## src/rtl/prt_dp_pkg.sv

```systemverilog
// Shared definitions for the control-message master: FSM states and the
// word positions of a control frame (header, mask, value).
package prt_dp_pkg;

   typedef enum logic [2:0] {
      IDLE,
      HDR,
      MSK,
      DAT,
      WAIT
   } ctl_state_t;

   localparam logic [1:0] POS_HDR = 2'd0;
   localparam logic [1:0] POS_MSK = 2'd1;
   localparam logic [1:0] POS_VAL = 2'd2;

endpackage

```

## src/rtl/prt_dp_msg_if.sv

```systemverilog
// Message ring link: one word per cycle, framed by som/eom, qualified by vld.
interface prt_dp_msg_if #(
   parameter int P_DAT = 16
);
   logic             som;
   logic             eom;
   logic             vld;
   logic [P_DAT-1:0] dat;

   modport src (output som, eom, dat, vld);
   modport snk (input som, eom, dat, vld);
endinterface

```

## src/rtl/prt_dp_ctl_msg_chk.sv

```systemverilog
// Return-frame comparator: follows frames on the ring return and flags a
// match or mismatch when a frame carrying our header completes or breaks.
module prt_dp_ctl_msg_chk
   import prt_dp_pkg::*;
#(
   parameter int P_MSG_DAT = 16,
   parameter int P_MSG_ID  = 0
) (
   input  logic                 clk,
   input  logic                 rst,
   input  logic                 en,
   input  logic                 som,
   input  logic                 eom,
   input  logic                 vld,
   input  logic [P_MSG_DAT-1:0] dat,
   input  logic [P_MSG_DAT-1:0] msk,
   input  logic [P_MSG_DAT-1:0] val,
   output logic                 match,
   output logic                 mismatch
);

   localparam logic [P_MSG_DAT-1:0] HDR_WORD = P_MSG_DAT'(P_MSG_ID);

   logic [1:0] pos_reg;
   logic       ours_reg;
   logic       diff_reg;
   logic [1:0] wpos;
   logic       tracking;
   logic       wdiff;

   always_comb begin
      wpos     = som ? POS_HDR : pos_reg;
      tracking = som ? (dat == HDR_WORD) : ours_reg;
      wdiff    = ((wpos == POS_MSK) && (dat != msk)) || ((wpos == POS_VAL) && (dat != val));
      match    = 1'b0;
      mismatch = 1'b0;
      if (en && vld && tracking) begin
         if (wpos == POS_VAL) begin
            if (!diff_reg && !wdiff && eom) match = 1'b1;
            else                            mismatch = 1'b1;
         end else if (eom) begin
            mismatch = 1'b1;
         end
      end
   end

   // A som always restarts the frame, discarding whatever was partially seen.
   always_ff @(posedge clk or posedge rst) begin
      if (rst) begin
         pos_reg  <= 2'd0;
         ours_reg <= 1'b0;
         diff_reg <= 1'b0;
      end else if (!en) begin
         pos_reg  <= 2'd0;
         ours_reg <= 1'b0;
         diff_reg <= 1'b0;
      end else if (vld) begin
         if (som) begin
            pos_reg  <= POS_MSK;
            ours_reg <= (dat == HDR_WORD) && !eom;
            diff_reg <= 1'b0;
         end else begin
            if (pos_reg != 2'd3) pos_reg <= pos_reg + 2'd1;
            if (ours_reg) begin
               diff_reg <= diff_reg | wdiff;
               if (eom || (pos_reg == POS_VAL)) ours_reg <= 1'b0;
            end
         end
      end
   end

endmodule

```

## src/rtl/prt_dp_ctl_msg_mst.sv

```systemverilog
// Control-message master: sends a header/mask/value frame on the ring and
// waits for it to come back intact. Optional return timeout: PRT_DP_CTL_MSG_TIMEOUT_EN.
module prt_dp_ctl_msg_mst
   import prt_dp_pkg::*;
#(
   parameter int P_MSG_DAT = 16,
   parameter int P_MSG_ID  = 0,
   parameter int P_TO_CYC  = 1023
) (
   input  logic                 RST_IN,
   input  logic                 CLK_IN,
   prt_dp_msg_if.src            MSG_SRC_IF,
   prt_dp_msg_if.snk            MSG_SNK_IF,
   input  logic                 REQ_IN,
   input  logic [P_MSG_DAT-1:0] REQ_MSK_IN,
   input  logic [P_MSG_DAT-1:0] REQ_DAT_IN,
   output logic                 BUSY_OUT,
   output logic                 DONE_OUT,
   output logic                 ERR_OUT
);

   localparam logic [P_MSG_DAT-1:0] HDR_WORD = P_MSG_DAT'(P_MSG_ID);

   ctl_state_t           state_reg, state_next;
   logic [P_MSG_DAT-1:0] msk_reg;
   logic [P_MSG_DAT-1:0] val_reg;
   logic                 done_reg, done_next;
   logic                 err_reg, err_next;
   logic                 chk_match;
   logic                 chk_mismatch;
   logic                 timeout;
   logic                 src_vld, src_som, src_eom;
   logic [P_MSG_DAT-1:0] src_dat;

`ifdef PRT_DP_CTL_MSG_TIMEOUT_EN
   localparam int TO_W = $clog2(P_TO_CYC + 1);
   logic [TO_W-1:0] to_cnt_reg;

   always_ff @(posedge CLK_IN or posedge RST_IN) begin
      if (RST_IN)                 to_cnt_reg <= '0;
      else if (state_reg == WAIT) to_cnt_reg <= to_cnt_reg + TO_W'(1);
      else                        to_cnt_reg <= '0;
   end

   assign timeout = (state_reg == WAIT) && (to_cnt_reg == TO_W'(P_TO_CYC - 1));
`else
   assign timeout = 1'b0;
   // Without the timeout P_TO_CYC has no effect.
   if (P_TO_CYC < 1) begin : g_to_unused
   end
`endif

   // Tracking runs from HDR onward because a short ring returns our header
   // while the later words are still going out.
   prt_dp_ctl_msg_chk #(
      .P_MSG_DAT (P_MSG_DAT),
      .P_MSG_ID  (P_MSG_ID)
   ) u_chk (
      .clk      (CLK_IN),
      .rst      (RST_IN),
      .en       (state_reg != IDLE),
      .som      (MSG_SNK_IF.som),
      .eom      (MSG_SNK_IF.eom),
      .vld      (MSG_SNK_IF.vld),
      .dat      (MSG_SNK_IF.dat),
      .msk      (msk_reg),
      .val      (val_reg),
      .match    (chk_match),
      .mismatch (chk_mismatch)
   );

   // Results only count once our value word is on the ring, so a stale
   // frame seen during HDR/MSK cannot cut our own frame short.
   always_comb begin
      state_next = state_reg;
      done_next  = 1'b0;
      err_next   = 1'b0;
      case (state_reg)
         IDLE: if (REQ_IN) state_next = HDR;
         HDR:  state_next = MSK;
         MSK:  state_next = DAT;
         DAT, WAIT: begin
            if (chk_match) begin
               state_next = IDLE;
               done_next  = 1'b1;
            end else if (chk_mismatch || timeout) begin
               state_next = IDLE;
               err_next   = 1'b1;
            end else begin
               state_next = WAIT;
            end
         end
         default: state_next = IDLE;
      endcase
   end

   always_ff @(posedge CLK_IN or posedge RST_IN) begin
      if (RST_IN) begin
         state_reg <= IDLE;
         msk_reg   <= '0;
         val_reg   <= '0;
         done_reg  <= 1'b0;
         err_reg   <= 1'b0;
      end else begin
         state_reg <= state_next;
         done_reg  <= done_next;
         err_reg   <= err_next;
         if ((state_reg == IDLE) && REQ_IN) begin
            msk_reg <= REQ_MSK_IN;
            val_reg <= REQ_DAT_IN;
         end
      end
   end

   always_comb begin
      src_vld = 1'b0;
      src_som = 1'b0;
      src_eom = 1'b0;
      src_dat = '0;
      case (state_reg)
         HDR: begin
            src_vld = 1'b1;
            src_som = 1'b1;
            src_dat = HDR_WORD;
         end
         MSK: begin
            src_vld = 1'b1;
            src_dat = msk_reg;
         end
         DAT: begin
            src_vld = 1'b1;
            src_eom = 1'b1;
            src_dat = val_reg;
         end
         default: ;
      endcase
   end

   assign MSG_SRC_IF.vld = src_vld;
   assign MSG_SRC_IF.som = src_som;
   assign MSG_SRC_IF.eom = src_eom;
   assign MSG_SRC_IF.dat = src_dat;
   assign BUSY_OUT       = (state_reg != IDLE);
   assign DONE_OUT       = done_reg;
   assign ERR_OUT        = err_reg;

endmodule

```

## src/flat_wrapper.sv

```systemverilog
// flat-port wrapper written by rule: the top's interface ports become plain ports
module prt_dp_ctl_msg_mst_flat import prt_dp_pkg::*;
#(
   parameter int P_MSG_DAT = 16,
   parameter int P_MSG_ID  = 0,
   parameter int P_TO_CYC  = 1023
)
  (RST_IN, CLK_IN, REQ_IN, REQ_MSK_IN, REQ_DAT_IN, BUSY_OUT, DONE_OUT, ERR_OUT, MSG_SRC_IF_som, MSG_SRC_IF_eom, MSG_SRC_IF_dat, MSG_SRC_IF_vld, MSG_SNK_IF_som, MSG_SNK_IF_eom, MSG_SNK_IF_dat, MSG_SNK_IF_vld);
  prt_dp_msg_if #(.P_DAT((16))) MSG_SRC_IF_i ();
  prt_dp_msg_if #(.P_DAT((16))) MSG_SNK_IF_i ();
  input  logic RST_IN;
  input  logic CLK_IN;
  input  logic REQ_IN;
  input  logic [P_MSG_DAT-1:0] REQ_MSK_IN;
  input  logic [P_MSG_DAT-1:0] REQ_DAT_IN;
  output logic BUSY_OUT;
  output logic DONE_OUT;
  output logic ERR_OUT;
  output wire logic [$bits(MSG_SRC_IF_i.som)-1:0] MSG_SRC_IF_som;
  output wire logic [$bits(MSG_SRC_IF_i.eom)-1:0] MSG_SRC_IF_eom;
  output wire logic [$bits(MSG_SRC_IF_i.dat)-1:0] MSG_SRC_IF_dat;
  output wire logic [$bits(MSG_SRC_IF_i.vld)-1:0] MSG_SRC_IF_vld;
  input wire logic [$bits(MSG_SNK_IF_i.som)-1:0] MSG_SNK_IF_som;
  input wire logic [$bits(MSG_SNK_IF_i.eom)-1:0] MSG_SNK_IF_eom;
  input wire logic [$bits(MSG_SNK_IF_i.dat)-1:0] MSG_SNK_IF_dat;
  input wire logic [$bits(MSG_SNK_IF_i.vld)-1:0] MSG_SNK_IF_vld;
  assign MSG_SRC_IF_som = MSG_SRC_IF_i.som;
  assign MSG_SRC_IF_eom = MSG_SRC_IF_i.eom;
  assign MSG_SRC_IF_dat = MSG_SRC_IF_i.dat;
  assign MSG_SRC_IF_vld = MSG_SRC_IF_i.vld;
  assign MSG_SNK_IF_i.som = MSG_SNK_IF_som;
  assign MSG_SNK_IF_i.eom = MSG_SNK_IF_eom;
  assign MSG_SNK_IF_i.dat = MSG_SNK_IF_dat;
  assign MSG_SNK_IF_i.vld = MSG_SNK_IF_vld;
  prt_dp_ctl_msg_mst #(.P_MSG_DAT(P_MSG_DAT), .P_MSG_ID(P_MSG_ID), .P_TO_CYC(P_TO_CYC)) u_core (.RST_IN(RST_IN), .CLK_IN(CLK_IN), .MSG_SRC_IF(MSG_SRC_IF_i), .MSG_SNK_IF(MSG_SNK_IF_i), .REQ_IN(REQ_IN), .REQ_MSK_IN(REQ_MSK_IN), .REQ_DAT_IN(REQ_DAT_IN), .BUSY_OUT(BUSY_OUT), .DONE_OUT(DONE_OUT), .ERR_OUT(ERR_OUT));
endmodule
```

## config.mk

```make
export PLATFORM = sky130hd
export DESIGN_NAME = prt_dp_ctl_msg_mst_flat
export DESIGN_NICKNAME = d
export VERILOG_FILES = /design/src/rtl/prt_dp_pkg.sv /design/src/rtl/prt_dp_msg_if.sv /design/src/rtl/prt_dp_ctl_msg_chk.sv /design/src/rtl/prt_dp_ctl_msg_mst.sv /design/src/flat_wrapper.sv
export SDC_FILE = /design/constraint.sdc
export NUM_CORES = 1
export LEC_CHECK = 0
export ABC_CLOCK_PERIOD_IN_PS = 2100
export BUFFER_PORTS_ARGS = -buffer_cell sky130_fd_sc_hd__buf_2
export CAP_MARGIN = 20
export CORE_MARGIN = 10
export CORE_UTILIZATION = 50
export CTS_CLUSTER_SIZE = 12
export DETAILED_ROUTE_END_ITERATION = 10
export PLACE_DENSITY = 0.79
export SLEW_MARGIN = 20
export SYNTH_ARGS = -nofsm -noshare
export SYNTH_HDL_FRONTEND = slang
export SYNTH_SLANG_ARGS = --single-unit
```

## constraint.sdc

```tcl
create_clock -name CLK_IN -period 2.1 [get_ports CLK_IN]
set_clock_uncertainty 0.05 [all_clocks]
set_input_delay 0.315 -clock CLK_IN [delete_from_list [all_inputs] [get_ports CLK_IN]]
set_output_delay 0.315 -clock CLK_IN [all_outputs]
set_load 0.1 [all_outputs]
```

## Word level (Yosys, flattened, before mapping)

Index checks and enable logic that the tools add are counted.

- Bitwise logic cells: 1
- Multiply operators: 0
- $lt $le $gt $ge: 0
- Add/subtract/negate cells: 1
- Div/mod/pow operators: 0
- Equal/unequal tests: 14
- Multiplexer cells: 35
- Shift operators: 0
- Reduce and logical (&&, ||, !) cells: 20

Operators with widths:

| operator | number |
|---|---|
| 16-bit inequality test | 2 |
| 16-bit one-hot mux with 2 select lines | 1 |
| 1-bit 2-to-1 mux | 25 |
| 16-bit zero test | 1 |
| 3-bit one-hot mux with 4 select lines | 1 |
| 2-bit 2-to-1 mux | 5 |
| 3-bit 2-to-1 mux | 3 |
| 1-bit logical AND | 8 |
| 3-bit by 2-bit equality test with 1-bit output (second input constant) | 2 |
| 2-bit inequality test (second input constant) | 3 |
| 3-bit by 2-bit inequality test with 1-bit output (second input constant) | 2 |
| 2-bit equality test (second input constant) | 2 |
| 2-bit AND reduction | 2 |
| 3-bit by 1-bit equality test with 1-bit output (second input constant) | 1 |
| 3-bit equality test (second input constant) | 1 |
| 1-bit zero test | 3 |
| 3-bit zero test | 1 |
| 3-bit nonzero test | 1 |
| 3-bit OR reduction | 1 |
| 2-bit by 1-bit adder with 2-bit output (second input constant) | 1 |
| 2-bit by 1-bit equality test with 1-bit output (second input constant) | 1 |
| 1-bit logical OR | 2 |
| 2-bit OR reduction | 1 |
| 1-bit bitwise OR | 1 |

- Bits in latches: 0
- Memory bits (writable): 0
- Word-level logic and storage cells: 79
- Register bits after elaboration: 41
- Memories: 0
- Bits of input ports: 54
- ROM bits: 0

## Depth between registers and ports, before layout

- Depth in word-level cells: 13
- Depth in mapped cells: 7
- Depth with buffers taken out: 7

## By module

From an unflattened synthesis, not the netlist that was laid out.

- Cell total of the unflattened synthesis: 208
- Area, all modules: 2377.3 µm²

By module, submodules not included:

| module | times used | cells each | area each (µm²) | sequential area each (µm²) |
|---|---|---|---|---|
| prt_dp_ctl_msg_mst | 1 | 129 | 1697.9 | 925.9 |
| prt_dp_ctl_msg_chk | 1 | 79 | 679.4 | 100.1 |

## Worst setup path before layout

Ideal clock, no wire load.

- Path kind: flip-flop to output port
- Start: register u_core.state_reg[2]
- End: output port MSG_SRC_IF_dat[10]
- Arrival time: 2790 ps
- Cell stages (with the launch flop): 6
- Setup slack: -1055 ps
- Data required time: 1735 ps
- Path through: dfrtp_1 > clkbuf_2 > and3b_1 > buf_2 > buf_1 > a22o_1

- Longest elaborated chain between the ends: 2
- Elaborated cells between the ends (all ways): 3
- Classes of those cells: eq/ne: 2; mux: 1

Ends and longest elaborated chain:

| element | RTL line | text |
|---|---|---|
| start, declared | prt_dp_ctl_msg_mst.sv:24 | `ctl_state_t state_reg, state_next;` |
| start signal, assigned | prt_dp_ctl_msg_mst.sv:105 | `state_reg <= state_next;` |
| 3-bit by 2-bit equality test with 1-bit output | prt_dp_ctl_msg_mst.sv:120 | `case (state_reg)` |
| 16-bit one-hot mux with 2 select lines (*) | prt_dp_ctl_msg_mst.sv:120 |  |
| end, declared | flat_wrapper.sv:21 | `output wire logic [$bits(MSG_SRC_IF_i.dat)-1:0] MSG_SRC_IF_dat;` |

Mark *: on every way between the ends. The rest lies on a longest branch, timed or not.

## Final worst setup path

- Start: register u_core.state_reg[2]
- End: output port MSG_SRC_IF_dat[3]

The elaborated chain is that of the path after synthesis.

==> flow_summary.ini <==
[layout]
area_growth_pct = 36.6
fin_nets = 327
diodes = 0
final_area_um2 = 3110
drive_above_1_share_pct = 52.2
num-fill-cells = 313

[sta]
setup_tns_ns = 0
maxSlewHeadroom_pct = 65.3
setup_viol = 0
slew_viol_final = 0
fin_hold_ws_ns = 0.0821
post-route-period-util_pct = 95.8
report.final.hold_viol_count = 0
min_period_ns = 2.01
setup_slack_ns = 0.0889
timing.fmax_mhz = 497
rsz0062_at_grt = no
worst_pin_slew_ns = 0.520

[yosys]
synth_fa_ha_area_share_pct = 1.10
avgSynthCellArea_um2 = 12.0
ys_types = 37
synth_xor_area_share_pct = 12.7
syn-instance-count = 190
yosys_warnings = 0
synth_top_family_by_area = multiplexers
synth_mux_area_share_pct = 15.8
ys_seq_area_share_pct = 45.1
syn_area_um2 = 2280
syn_nets = 246
synth-compound-area-share_pct = 9.62
synth_simple_gate_area_share_pct = 12.5
synth-seq-cells = 41

[drt]
ant_nets = 0
drtIter0Drc = 69
vias = 1813
drt_pass1_iterations = 4
wl_um = 6240
avgViaCountPerCell = 5.60
wl_per_cell_um = 19.3
drt_drc_violations_left = 0

[floorplanning]
die_area_um2 = 7650
die_h_um = 87.5
die_x_um = 87.5
num_rows = 24
start_util_pct = 51.9
io_pins = 76
coreArea_um2 = 4380

[clocking]
clock-root-buffer = clkbuf_8
cts_tree = built
insertion_delay_ns = 0.30
clock-sinks = 41
max-clock-path-buffers = 2
cts.clk_slew.worst_paths_ns = 0.08
cts-buffers-inserted = 5
htree_levels = 2

[grt]
grt_pass1_vias = 1909
grt_overflow = 0
grt_max_degree = 42
grt_pass1_wl_um = 9830
grt_usage_pct = 16.4
antenna_found_initial = 0

[setup_path]
crit_fanout = 8
arrival_ns = 1.65
crit_type = register to output pin
cp.required_ns = 1.74
setup.worst_path.end_class = output pin
cp-start-kind = register

[placement]
dp_hpwl_um = 4980
port_buffers = 75
place.gp.congestion = 0.797
place_worst_setup_slack_ns = 0.327
place_area_um2 = 2990

[status]
outcome = finished, final reports clean

[run]
cap_violations = 0

[min_path]
hp-class = primary input to async pin
[critical path, stage by stage, from the launching register on]
cell     delay [ns]
dfrtp_2        0.47
nor3b_4        0.27
buf_4          0.22
a22o_2         0.19
buf_12         0.17
[stage by stage]
| step | instances | util (%) |
|---|---|---|
| after global placement | 315 | 68.2 |
| after global routing | 324 | 70.9 |
| after floorplan | 190 | - |
| after CTS | 323 | 70.2 |
| after detailed placement | 315 | 68.2 |
| final | 324 | 70.9 |
[cell type report]
cell class	count	area (um2)	share of cell area (%)
Timing Repair Buffer	83	694	22.3
Multi-Input combinational cell	136	1220	39.1
Tap cell	52	65.1	2.09
Sequential cell	41	1030	33.1
Clock buffer	6	72.6	2.33
Clock inverter	2	15.0	0.483
Inverter	4	15.0	0.483
[Yosys cell counts]
cell	n	share of area, %
o21ai_0	2	0.44
dfrtp_1	41	45
and2b_1	1	0.33
clkbuf_2	1	0.22
a21o_1	1	0.33
o31a_1	1	0.38
nor4_4	1	0.93
nand4_1	8	2.2
mux2_2	32	16
nor3b_2	1	0.55
buf_2	2	0.44
nor3_1	3	0.66
and3b_1	1	0.38
nor2b_1	2	0.55
or2_2	1	0.28
or4b_4	1	0.60
nand3b_1	1	0.33
nand2b_1	1	0.28
xnor2_1	33	13
nor3b_1	3	0.99
a211oi_1	1	0.33
clkbuf_1	1	0.16
buf_6	1	0.49
nor4_1	6	1.6
o21a_1	1	0.33
inv_1	4	0.66
a22o_1	16	6.2
a21oi_1	5	1.1
buf_4	3	0.99
and2_1	1	0.28
nor3_2	2	0.88
o211ai_2	1	0.55
buf_1	1	0.16
nand3_1	1	0.22
ha_1	2	1.1
and4b_1	1	0.44
nor2_1	6	0.99
[layout by cell type (no fill, tap or decap), types with 7 or more instances in the layout]
master	count
a22o_1	7
a22o_2	7
buf_12	17
buf_2	58
buf_4	7
dfrtp_1	38
mux2_2	32
nand4_1	8
xnor2_1	33
[final timing paths]
check                                         to                  start  cells after the start  slack [ns]
setup / recovery               MSG_SRC_IF_dat[3]    u_core.state_reg[2]                      4        0.09
hold / removal                u_core.msk_reg[13]                 RST_IN                      3        0.08
setup reg to reg               u_core.val_reg[3]    u_core.state_reg[1]                      4        0.41
hold reg to reg            u_core.u_chk.diff_reg  u_core.u_chk.diff_reg                      1        0.50
max in group asynchronous    u_core.state_reg[1]                 RST_IN                      3        1.54
min in group CLK_IN           u_core.msk_reg[11]         REQ_MSK_IN[11]                      2        0.19
[cells by family (layout without fill, tap and decap cells)]
group                      after synthesis  after routing
muxes                                   32             32
AOI/OAI and AO/OA                       28             28
buffers and inverters                   13             95
adders and majority gates                2              2
xor gates and xnor gates                33             33
DFF                                     41             41
and+or+nand+nor                         41             41
[layer usage]
layer  up-vias  global-route usage (%)  wire (um)  part of all wire (%)
met4         0                    4.78         70                   1.1
met1       894                    18.9       2430                    39
met5         -                       0          0                     0
li1        856                       -          -                     -
met2        58                    28.2       3290                    53
met3         5                    5.24        452                   7.2
[repair_timing]
action,4_1_cts,5_1_grt
buffers inserted,0,0
endpoints found under the setup margin,0,15
hold buffers,0,0
gates resized for setup,0,8
Power is not shown: default switching activity piles up to over one toggle a cycle in this logic, so the estimate is an artifact.
